### src/rtl/audio_stream_pkg.sv
// Shared types and constants for the ROM sample streaming path.
package audio_stream_pkg;

  localparam int AUDIO_W      = 32;
  localparam int DEF_SAMPLE_W = 16;
  localparam int DEF_ADDR_W   = 17;

  typedef enum logic [1:0] {
    ST_IDLE  = 2'd0,
    ST_FETCH = 2'd1,
    ST_WAIT  = 2'd2,
    ST_DRAIN = 2'd3
  } fetch_state_t;

endpackage

### src/rtl/sample_fifo.sv
// Small first-word fall-through sample buffer between the ROM fetch engine
// and the sample-rate pop. count is exported so the fetch engine can spot
// the final entry of a clip leaving the buffer.
module sample_fifo
  import audio_stream_pkg::*;
#(
  parameter int FIFO_DEPTH = 4,
  parameter int SAMPLE_W   = DEF_SAMPLE_W
) (
  input  logic                        CLOCK_50,
  input  logic                        resetn,
  input  logic                        flush,
  input  logic                        push,
  input  logic                        pop,
  input  logic [SAMPLE_W-1:0]         din,
  output logic [SAMPLE_W-1:0]         dout,
  output logic                        full,
  output logic                        empty,
  output logic [$clog2(FIFO_DEPTH):0] count
);

  localparam int PTR_W = $clog2(FIFO_DEPTH);
  localparam int CNT_W = PTR_W + 1;

  logic [SAMPLE_W-1:0] mem [FIFO_DEPTH];
  logic [PTR_W-1:0]    wr_ptr;
  logic [PTR_W-1:0]    rd_ptr;
  logic                do_push;
  logic                do_pop;

  assign full    = (count == CNT_W'(FIFO_DEPTH));
  assign empty   = (count == '0);
  assign do_push = push & ~full;
  assign do_pop  = pop & ~empty;
  assign dout    = mem[rd_ptr];

  // Storage, pointers and occupancy; flush drops everything in one cycle.
  always_ff @(posedge CLOCK_50 or negedge resetn) begin
    if (!resetn) begin
      for (int i = 0; i < FIFO_DEPTH; i++) mem[i] <= '0;
      wr_ptr <= '0;
      rd_ptr <= '0;
      count  <= '0;
    end else if (flush) begin
      wr_ptr <= '0;
      rd_ptr <= '0;
      count  <= '0;
    end else begin
      if (do_push) begin
        mem[wr_ptr] <= din;
        wr_ptr      <= wr_ptr + 1'b1;
      end
      if (do_pop) rd_ptr <= rd_ptr + 1'b1;
      case ({do_push, do_pop})
        2'b10:   count <= count + 1'b1;
        2'b01:   count <= count - 1'b1;
        default: count <= count;
      endcase
    end
  end

endmodule

### src/rtl/rom_sample_streamer.sv
// Streams signed PCM samples from a synchronous ROM into Audio_Controller at
// a fixed sample rate, with play/stop, looping, end-of-clip and underrun.
// Optional build macro VOLUME_STREAMER_EN adds a 3-bit vol input that
// attenuates the output by an arithmetic right shift, updated on sample ticks.
//
// state    | meaning
// ST_IDLE  | stopped, or clip finished and waiting for play to be released
// ST_FETCH | address presented; waits here while the FIFO is full
// ST_WAIT  | ROM read in flight, pushes rom_q after ROM_LATENCY clocks
// ST_DRAIN | whole clip fetched, waiting for the last sample to be popped
module rom_sample_streamer
  import audio_stream_pkg::*;
#(
  parameter int ADDR_W      = DEF_ADDR_W,
  parameter int SAMPLE_W    = DEF_SAMPLE_W,
  parameter int LAST_ADDR   = 117531,
  parameter int TICK_DIV    = 2273,
  parameter int ROM_LATENCY = 2,
  parameter int FIFO_DEPTH  = 4,
  parameter int OUT_SHIFT   = 14
) (
  input  logic                CLOCK_50,
  input  logic                resetn,
  input  logic                play,
  input  logic                loop,
`ifdef VOLUME_STREAMER_EN
  input  logic [2:0]          vol,
`endif
  output logic [ADDR_W-1:0]   rom_address,
  input  logic [SAMPLE_W-1:0] rom_q,
  input  logic                audio_out_allowed,
  output logic                write_audio_out,
  output logic [AUDIO_W-1:0]  left_channel_audio_out,
  output logic [AUDIO_W-1:0]  right_channel_audio_out,
  output logic                busy,
  output logic                done,
  output logic                underrun
);

  localparam int DIV_W = (TICK_DIV > 1) ? $clog2(TICK_DIV) : 1;
  localparam int LAT_W = (ROM_LATENCY > 1) ? $clog2(ROM_LATENCY) : 1;
  localparam int CNT_W = $clog2(FIFO_DEPTH) + 1;

  fetch_state_t        state;
  logic [DIV_W-1:0]    div_cnt;
  logic [LAT_W-1:0]    wait_cnt;
  logic                tick;
  logic                play_q;
  logic                play_rise;
  logic                clip_ended;
  logic [SAMPLE_W-1:0] hold;
  logic [AUDIO_W-1:0]  audio_word;
  logic [AUDIO_W-1:0]  sext;
  logic [AUDIO_W-1:0]  scaled;
  logic [AUDIO_W-1:0]  shaped;

  logic                fifo_push;
  logic                fifo_pop;
  logic                fifo_full;
  logic                fifo_empty;
  logic [SAMPLE_W-1:0] fifo_dout;
  logic [CNT_W-1:0]    fifo_count;

  assign tick      = play && (div_cnt == DIV_W'(TICK_DIV - 1));
  assign play_rise = play & ~play_q;
  assign fifo_push = play && (state == ST_WAIT) && (wait_cnt == LAT_W'(ROM_LATENCY - 1));
  assign fifo_pop  = tick;

  sample_fifo #(
    .FIFO_DEPTH (FIFO_DEPTH),
    .SAMPLE_W   (SAMPLE_W)
  ) u_fifo (
    .CLOCK_50 (CLOCK_50),
    .resetn   (resetn),
    .flush    (~play),
    .push     (fifo_push),
    .pop      (fifo_pop),
    .din      (rom_q),
    .dout     (fifo_dout),
    .full     (fifo_full),
    .empty    (fifo_empty),
    .count    (fifo_count)
  );

  // Sample-rate divider, parked at zero while stopped so restarts are aligned.
  always_ff @(posedge CLOCK_50 or negedge resetn) begin
    if (!resetn) begin
      div_cnt <= '0;
      play_q  <= 1'b0;
    end else begin
      play_q <= play;
      if (!play || tick) div_cnt <= '0;
      else               div_cnt <= div_cnt + 1'b1;
    end
  end

  // Fetch engine, hold register, end-of-clip and underrun tracking.
  always_ff @(posedge CLOCK_50 or negedge resetn) begin
    if (!resetn) begin
      state       <= ST_IDLE;
      rom_address <= '0;
      wait_cnt    <= '0;
      hold        <= '0;
      done        <= 1'b0;
      underrun    <= 1'b0;
      clip_ended  <= 1'b0;
    end else begin
      done <= 1'b0;
      if (play_rise)
        underrun <= 1'b0;
      else if (tick && fifo_empty && (state == ST_FETCH || state == ST_WAIT))
        underrun <= 1'b1;

      if (!play) begin
        state       <= ST_IDLE;
        rom_address <= '0;
        wait_cnt    <= '0;
        hold        <= '0;
        clip_ended  <= 1'b0;
      end else begin
        if (tick && !fifo_empty) hold <= fifo_dout;
        case (state)
          ST_IDLE: begin
            // A finished clip stays stopped until play is released.
            if (!clip_ended) begin
              state       <= ST_FETCH;
              rom_address <= '0;
            end
          end
          ST_FETCH: begin
            if (!fifo_full) begin
              state    <= ST_WAIT;
              wait_cnt <= '0;
            end
          end
          ST_WAIT: begin
            if (wait_cnt == LAT_W'(ROM_LATENCY - 1)) begin
              if (rom_address < ADDR_W'(LAST_ADDR)) begin
                rom_address <= rom_address + 1'b1;
                state       <= ST_FETCH;
              end else if (loop) begin
                rom_address <= '0;
                state       <= ST_FETCH;
              end else begin
                state <= ST_DRAIN;
              end
            end else begin
              wait_cnt <= wait_cnt + 1'b1;
            end
          end
          ST_DRAIN: begin
            // The tick popping the final buffered sample ends the clip.
            if (tick && fifo_count == CNT_W'(1)) begin
              done       <= 1'b1;
              state      <= ST_IDLE;
              hold       <= '0;
              clip_ended <= 1'b1;
            end
          end
          default: state <= ST_IDLE;
        endcase
      end
    end
  end

  assign sext   = {{(AUDIO_W - SAMPLE_W){hold[SAMPLE_W-1]}}, hold};
  assign scaled = sext << OUT_SHIFT;

`ifdef VOLUME_STREAMER_EN
  logic [2:0] vol_q;

  // Volume is taken on sample boundaries only, together with the new sample.
  always_ff @(posedge CLOCK_50 or negedge resetn) begin
    if (!resetn)   vol_q <= '0;
    else if (tick) vol_q <= vol;
  end

  assign shaped = AUDIO_W'($signed(scaled) >>> vol_q);
`else
  assign shaped = scaled;
`endif

  // Output word register; forced to zero as soon as play drops.
  always_ff @(posedge CLOCK_50 or negedge resetn) begin
    if (!resetn)    audio_word <= '0;
    else if (!play) audio_word <= '0;
    else            audio_word <= shaped;
  end

  assign left_channel_audio_out  = audio_word;
  assign right_channel_audio_out = audio_word;
  assign write_audio_out         = audio_out_allowed & play;
  assign busy                    = (state != ST_IDLE);

endmodule

### config.mk
export PLATFORM = sky130hd
export DESIGN_NAME = rom_sample_streamer
export DESIGN_NICKNAME = d
export VERILOG_FILES = /design/src/rtl/audio_stream_pkg.sv /design/src/rtl/sample_fifo.sv /design/src/rtl/rom_sample_streamer.sv
export SDC_FILE = /design/constraint.sdc
export NUM_CORES = 1
export LEC_CHECK = 0
export CAP_MARGIN = 25
export CORE_ASPECT_RATIO = 0.5
export CORE_MARGIN = 1
export CORE_UTILIZATION = 45
export CTS_BUF_LIST = sky130_fd_sc_hd__clkbuf_2 sky130_fd_sc_hd__clkbuf_4 sky130_fd_sc_hd__clkbuf_8
export CTS_CLUSTER_DIAMETER = 120
export CTS_CLUSTER_SIZE = 25
export DETAILED_ROUTE_END_ITERATION = 6
export PLACE_DENSITY = 0.69
export SLEW_MARGIN = 0
export SYNTH_ARGS = -nofsm -noshare
export SYNTH_HDL_FRONTEND = slang
export SYNTH_SLANG_ARGS = --single-unit
### constraint.sdc
create_clock -name CLOCK_50 -period 4.5 [get_ports CLOCK_50]
set_clock_uncertainty 0.2 [all_clocks]
set_input_delay 0.45 -clock CLOCK_50 [delete_from_list [all_inputs] [get_ports CLOCK_50]]
set_output_delay 0.45 -clock CLOCK_50 [all_outputs]
set_load 0.02 [all_outputs]
# Word-level counts from Yosys, hierarchy flattened
# Cells that the tools add are included.
dict set report op_classes {
  n_addsub 7
  div_mod_pow 0
  reduce_logical 21
  mux 44
  multipliers 0
  bitwise 9
  n_eq_ne 20
  n_shift 0
  n_lt_le_gt_ge 4
}
# operator count
set op_table {}
lappend op_table {{16-bit two-way mux} 7}
lappend op_table {{17-bit two-way mux} 5}
lappend op_table {{64-bit bitwise mux} 1}
lappend op_table {{17-bit case mux with 2 select lines} 1}
lappend op_table {{16-bit binary-select mux with 2-bit select} 1}
lappend op_table {{16-bit demux with 2-bit select} 1}
lappend op_table {{32-bit two-way mux} 1}
lappend op_table {{2-bit two-way mux} 11}
lappend op_table {{17-bit by 1-bit adder with 17-bit output (second input constant)} 1}
lappend op_table {{17-bit less-than comparator (second input constant)} 1}
lappend op_table {{12-bit by 1-bit adder with 12-bit output (second input constant)} 1}
lappend op_table {{12-bit == test (second input constant)} 1}
lappend op_table {{12-bit two-way mux} 1}
lappend op_table {{3-bit inequality test (second input constant)} 4}
lappend op_table {{1-bit two-way mux} 11}
lappend op_table {{3-bit by 1-bit inequality test with 1-bit output (second input constant)} 3}
lappend op_table {{1-bit logical AND} 8}
lappend op_table {{2-bit by 1-bit inequality test with 1-bit output (second input constant)} 4}
lappend op_table {{2-bit case mux with 4 select lines} 1}
lappend op_table {{4-bit AND reduction} 2}
lappend op_table {{2-bit == test (second input constant)} 3}
lappend op_table {{3-bit greater-or-equal comparator (second input constant)} 2}
lappend op_table {{2-bit NOT with 3-bit output} 2}
lappend op_table {{3-bit case mux with 2 select lines} 1}
lappend op_table {{19 further kinds} 31}
dict set report totals {
  wordCells 122
  out_inout_bits 85
  mem_bits_ro 0
  ramBits 0
  register_bits 155
  input_bits 21
  n_memories 0
  latch_bits 0
}

# Depth between registers and ports, before layout
dict set report logic_depth {
  ltp_word 8
  mapped_depth 9
  mapped_depth_nobuf 7
}

# Hierarchy
# From an unflattened synthesis, not the netlist that was laid out.
dict set report unflattened {
  cells_unflattened 599
  area_unflattened_um2 7120.6
}
# mod cells_per_inst seq_area_each_um2 n_inst area_per_inst_um2
set modules_own_cells {}
lappend modules_own_cells {rom_sample_streamer 383 1701.6 1 3634.7}
lappend modules_own_cells {sample_fifo 216 1776.7 1 3485.8}

# Least setup slack after synthesis
# No wires, ideal clock.
dict set report synth_path {
  path_type {reg2reg}
  start {register state[0]}
  end {register u_fifo.mem[10] (netlist bit)}
  setup_slack_ns 2.008
  n_path_buf 2
  period_less_slack_ns 2.492
  required_time_ns 4.175
  setup_time_ns 0.125
  t_arrival_ns 2.168
  stages_incl_launch_ff 9
  cell_sequence {dfrtp_1 inv_1 ha_1 and3_1 and2_1 clkbuf_1 nand2_1 clkbuf_1 mux2_2}
}
dict set report synth_between {
  elab_chain_len 5
}
# item line_no
set synth_rtl {}
lappend synth_rtl {{from (decl)} rom_sample_streamer.sv:44} ;# fetch_state_t state;
lappend synth_rtl {{from (signal assigned)} rom_sample_streamer.sv:100} ;# state <= ST_IDLE;
lappend synth_rtl {{from (signal assigned)} rom_sample_streamer.sv:115} ;# state <= ST_IDLE;
lappend synth_rtl {{from (signal assigned)} rom_sample_streamer.sv:126} ;# state <= ST_FETCH;
lappend synth_rtl {{2-bit == test} rom_sample_streamer.sv:66} ;# assign fifo_push = play && (state == ST_WAIT) && (wait_cnt == LAT_W'(ROM_LATENCY - 1));
lappend synth_rtl {{1-bit logical AND (2 in series)} rom_sample_streamer.sv:66}
lappend synth_rtl {{1-bit AND} sample_fifo.sv:33} ;# assign do_push = push & ~full;
lappend synth_rtl {{2-bit AND reduction (no line)} --}
lappend synth_rtl {{to (signal, indexed assignment)} sample_fifo.sv:50} ;# mem[wr_ptr] <= din;
lappend synth_rtl {{to (decl)} sample_fifo.sv:25} ;# logic [SAMPLE_W-1:0] mem [FIFO_DEPTH];
# Every way passes these cells.
# A chain may end at the register's enable or synchronous reset.

# Worst setup path after layout
dict set report layout_path {
  start {register div_cnt[8]}
  end {register hold[11]}
}
dict set report layout_between {
  elab_chain_len 7
  word_cells_on_any_way 8
  cone_classes {1 x eq/ne; 4 x mux; 3 x reduce/logical}
}
# item line_no
set layout_rtl {}
lappend layout_rtl {{from (decl)} rom_sample_streamer.sv:45} ;# logic [DIV_W-1:0] div_cnt;
lappend layout_rtl {{from (signal assigned)} rom_sample_streamer.sv:93} ;# else div_cnt <= div_cnt + 1'b1;
lappend layout_rtl {{12-bit == test (*)} rom_sample_streamer.sv:64} ;# assign tick = play && (div_cnt == DIV_W'(TICK_DIV - 1));
lappend layout_rtl {{1-bit logical AND (*)} rom_sample_streamer.sv:64}
lappend layout_rtl {{1-bit logical AND} rom_sample_streamer.sv:121} ;# if (tick && !fifo_empty) hold <= fifo_dout;
lappend layout_rtl {{16-bit two-way mux} rom_sample_streamer.sv:121}
lappend layout_rtl {{16-bit two-way mux} rom_sample_streamer.sv:153} ;# if (tick && fifo_count == CNT_W'(1)) begin
lappend layout_rtl {{16-bit two-way mux (*)} rom_sample_streamer.sv:122} ;# case (state)
lappend layout_rtl {{16-bit two-way mux (*)} rom_sample_streamer.sv:114} ;# if (!play) begin
lappend layout_rtl {{to (signal assigned)} rom_sample_streamer.sv:121}
lappend layout_rtl {{to (decl)} rom_sample_streamer.sv:51} ;# logic [SAMPLE_W-1:0] hold;
# Mark *: on every way between the ends. The rest lies on a longest branch, timed or not.

==> metrics.md <==
| Metric | Value |
|---|---|
| Setup bufs post-CTS | `0` |
| Detailed placer's ending HPWL | `9.08 mm` |
| CTS Buf Count | `17` |
| Max-cap viol count | `0` |
| CP Capture Type | `flip-flop` |
| Startpoint types | `flip-flop` |
| Die height | `89.7 um` |
| Worst-Margin Slew | `0.979 ns` |
| Syn avg cell area | `11.5 sq um` |
| Number of DRC markers in iteration 0 | `384` |
| CP Cell Sequence | `or4b_4 -> nor4_4 -> nand2_1 -> nand2_1 -> a21oi_2` |
| Final worst-path cycle share | `0.639` |
| Reg clk slew, reported paths | `0.08 ns` |
| Global-route wire length before repair | `22.5 mm` |
| Max stage delay on crit path | `0.62 ns` |
| Clock Sinks | `139` |
| Core area | `14700 sq um` |
| Antenna violations before repair | `0` |
| PwrDens | `354 nW/um^2` |
| Largest cells by area after synthesis | `dfrtp_1 (50%), mux2_2 (10%), buf_4 (5.3%)` |
| Die Area | `15900 sq um` |
| Synth cell count leaders | `dfrtp_1 (139), nand2_1 (68), mux2_2 (64)` |
| Post-synth cell types | `56` |
| Slew Viols, Final | `0` |
| Unrepaired setup endpoints after global routing | `false` |
| Period minus WS final | `2.87 ns` |
| Sw Ratio | `0.286` |
| Antenna diode count | `0` |
| Largest net degree at the start of global routing | `116` |
| Number of global-route vias before repair | `4407` |
| Power Total | `2.85 mW` |
| P_int | `2.04 mW` |
| GPL Wtd Cong | `0.885` |
| # nets final | `691` |
| CP max-delay cell | `nor4_4` |
| Biggest area consumer among synthesized cells | `dfrtp_1` |
| Most common cell in the netlist | `dfrtp_1` |
| Prevailing post-synth register cell | `dfrtp_1` |
| Post-synth EDFFs | `0` |
| Maximum fanout along the worst path | `16` |
| Flop pwr share | `0.481` |
| FF+latch count, synth | `139` |
| GR Overflow Total | `0` |
| Vias post-DR | `4625` |
| Via density | `5.34` |
| Slew margin rel. | `0.348` |
| Async SR Flop Fraction | `1.00` |
| Sw Pwr | `0.815 mW` |
| Logic pwr share | `0.146` |
| Clk root buf | `clkbuf_8` |
| Share of cells above drive strength 1 | `0.204` |
| Critical path type | `flip-flop to flip-flop` |
| Cell mode on critical path | `nand2_1` |
| Remaining DRCs | `0` |
| Synth warnings | `0` |
| Chip Width | `177 um` |
| DR WL/cell | `15.8 um` |
| Max Clock Freq | `348 MHz` |
| CTS H-tree depth | `4` |
| IO Pins | `106` |
| Final TNS setup | `0 ns` |
| Sequential fraction of the synthesis area | `0.503` |
| CTS tree | `yes` |
| Worst slack at placement | `1.31 ns` |
| Util after Layout | `0.546` |
| Synth top area share | `0.503` |
| Initial Utilization | `0.469` |
| Port Buffers | `77` |
| Post-Syn Instances | `603` |
| Area Overhead vs Synth | `16.4%` |
| R2R cell count | `5` |
| Clk_lat worst skew | `0.44 ns` |
| Worst path arrival time | `2.95 ns` |
| Fillers | `1242` |
| Number of hold violations in the final report | `0` |
| Clock Path Buffers | `2` |
| Tot GR Track Use | `0.183` |
| Endpoints failing setup | `0` |
| Initial DRT Pass Iterations | `6` |
| WHS | `0.275 ns` |
| Worst IR drop on VDD | `0.182 mV` |
| Hold Path Stages | `1` |
| Site Rows | `31` |
| Outcome | `finished, final reports clean` |
| Total Wirelength | `13.7 mm` |
| Synthesized cell area | `6920 sq um` |
| Worst setup margin | `1.63 ns` |
| Pleak | `3.60 nW` |
| Worst Path Required | `4.57 ns` |
| Routed Antenna Nets | `0` |
| Clock power frac | `0.373` |
| Hold WC Path Type | `flip-flop to flip-flop` |
-- power groups by stage --
stage               Combinational [mW]  Sequential, mW  Clock [mW]
floorplan                        0.293            1.38           0
global placement                 0.409            1.39           0
detailed placement               0.413            1.39           0
CTS                              0.414            1.37        1.09
global route                     0.464            1.38        1.14
finish                           0.416            1.37        1.06
-- final timing paths --
| check | start | end | slack, ns |
|---|---|---|---|
| min in group asynchronous | resetn | u_fifo.mem[53]$_DFFE_PN0P_ | 0.31 |
| hold reg to reg | play_q$_DFF_PN0_ | underrun$_DFFE_PN0P_ | 0.27 |
| hold / removal | play_q$_DFF_PN0_ | underrun$_DFFE_PN0P_ | 0.27 |
| setup reg to reg | div_cnt[8]$_DFF_PN0_ | hold[11]$_DFF_PN0_ | 1.63 |
| setup / recovery | div_cnt[8]$_DFF_PN0_ | hold[11]$_DFF_PN0_ | 1.63 |
| max in group asynchronous | resetn | div_cnt[4]$_DFF_PN0_ | 2.71 |
-- flip-flops by register name (all words and copies together) (netlist names) --
signal                  cells
u_fifo.count                3
u_fifo.rd_ptr               2
state                       2
play_q                      1
left_channel_audio_out     16
rom_address                17
underrun                    1
u_fifo.wr_ptr               2
done                        1
clip_ended                  1
u_fifo.mem                 64
hold                       16
wait_cnt                    1
div_cnt                    12
-- routing by layer --
metal	share of wire	vias to the layer above	global-route usage
met5	0	-	0
met4	0.0082	0	0.0490
met3	0.042	14	0.0425
met2	0.48	123	0.302
met1	0.47	2344	0.248
li1	-	2144	-
-- cell type report --
cell class,count,area [sq um],area share
clock buffer,18,248,0.0308
timing repair buffer,83,860,0.107
multi-input combinational,401,3000,0.372
clock inverter,14,169,0.0210
inverter,13,48.8,0.00606
sequential,139,3480,0.432
tap,198,248,0.0308
-- repair_timing --
action	CTS	global route
hold buffers	0	1
resized for setup	0	0
endpoints found under the hold margin	0	52
-- critical path, delay by kind of cell (launching register included) --
family          cells  cell delay (ns)
compound gates      1             0.07
flops               1             0.43
simple gates        4             2.01
-- cells in the final DEF, fill, tap and decap left out, types with 4 or more instances in the layout --
cell type        instances
dfrtp_1                139
clkdlybuf4s50_1         76
nand2_1                 68
mux2_2                  64
conb_1                  28
nor2_1                  27
and2_1                  20
clkbuf_8                18
nand3_1                 17
mux4_2                  16
ha_1                    15
a21oi_1                 14
inv_1                   13
nand4_1                 13
o21ai_0                 13
a21oi_2                 10
xnor2_1                 10
nor3_1                   9
and3_1                   8
inv_6                    7
xor2_1                   6
o31a_1                   4
nor4_1                   4
mux2i_1                  4
a22oi_1                  4
-- logic make-up after synthesis --
logic type                 count (synthesis)  synth area share
adders and majority gates                 15            0.0271
other                                      1          0.000542
muxes                                     84             0.162
DFF                                      139             0.503
AOI/OAI and AO/OA                         69            0.0700
buffers and inverters                     90            0.0782
and+or+nand+nor                          189             0.139
xor gates and xnor gates                  16            0.0203
-- stage by stage --
step,cells,area (sq um)
after floorplan,630,7020
after global placement,831,7570
after detailed placement,832,7590
after CTS,864,8010
after global routing,866,8050
final,866,8050
No activity file was read; power rests on OpenSTA's default activity.
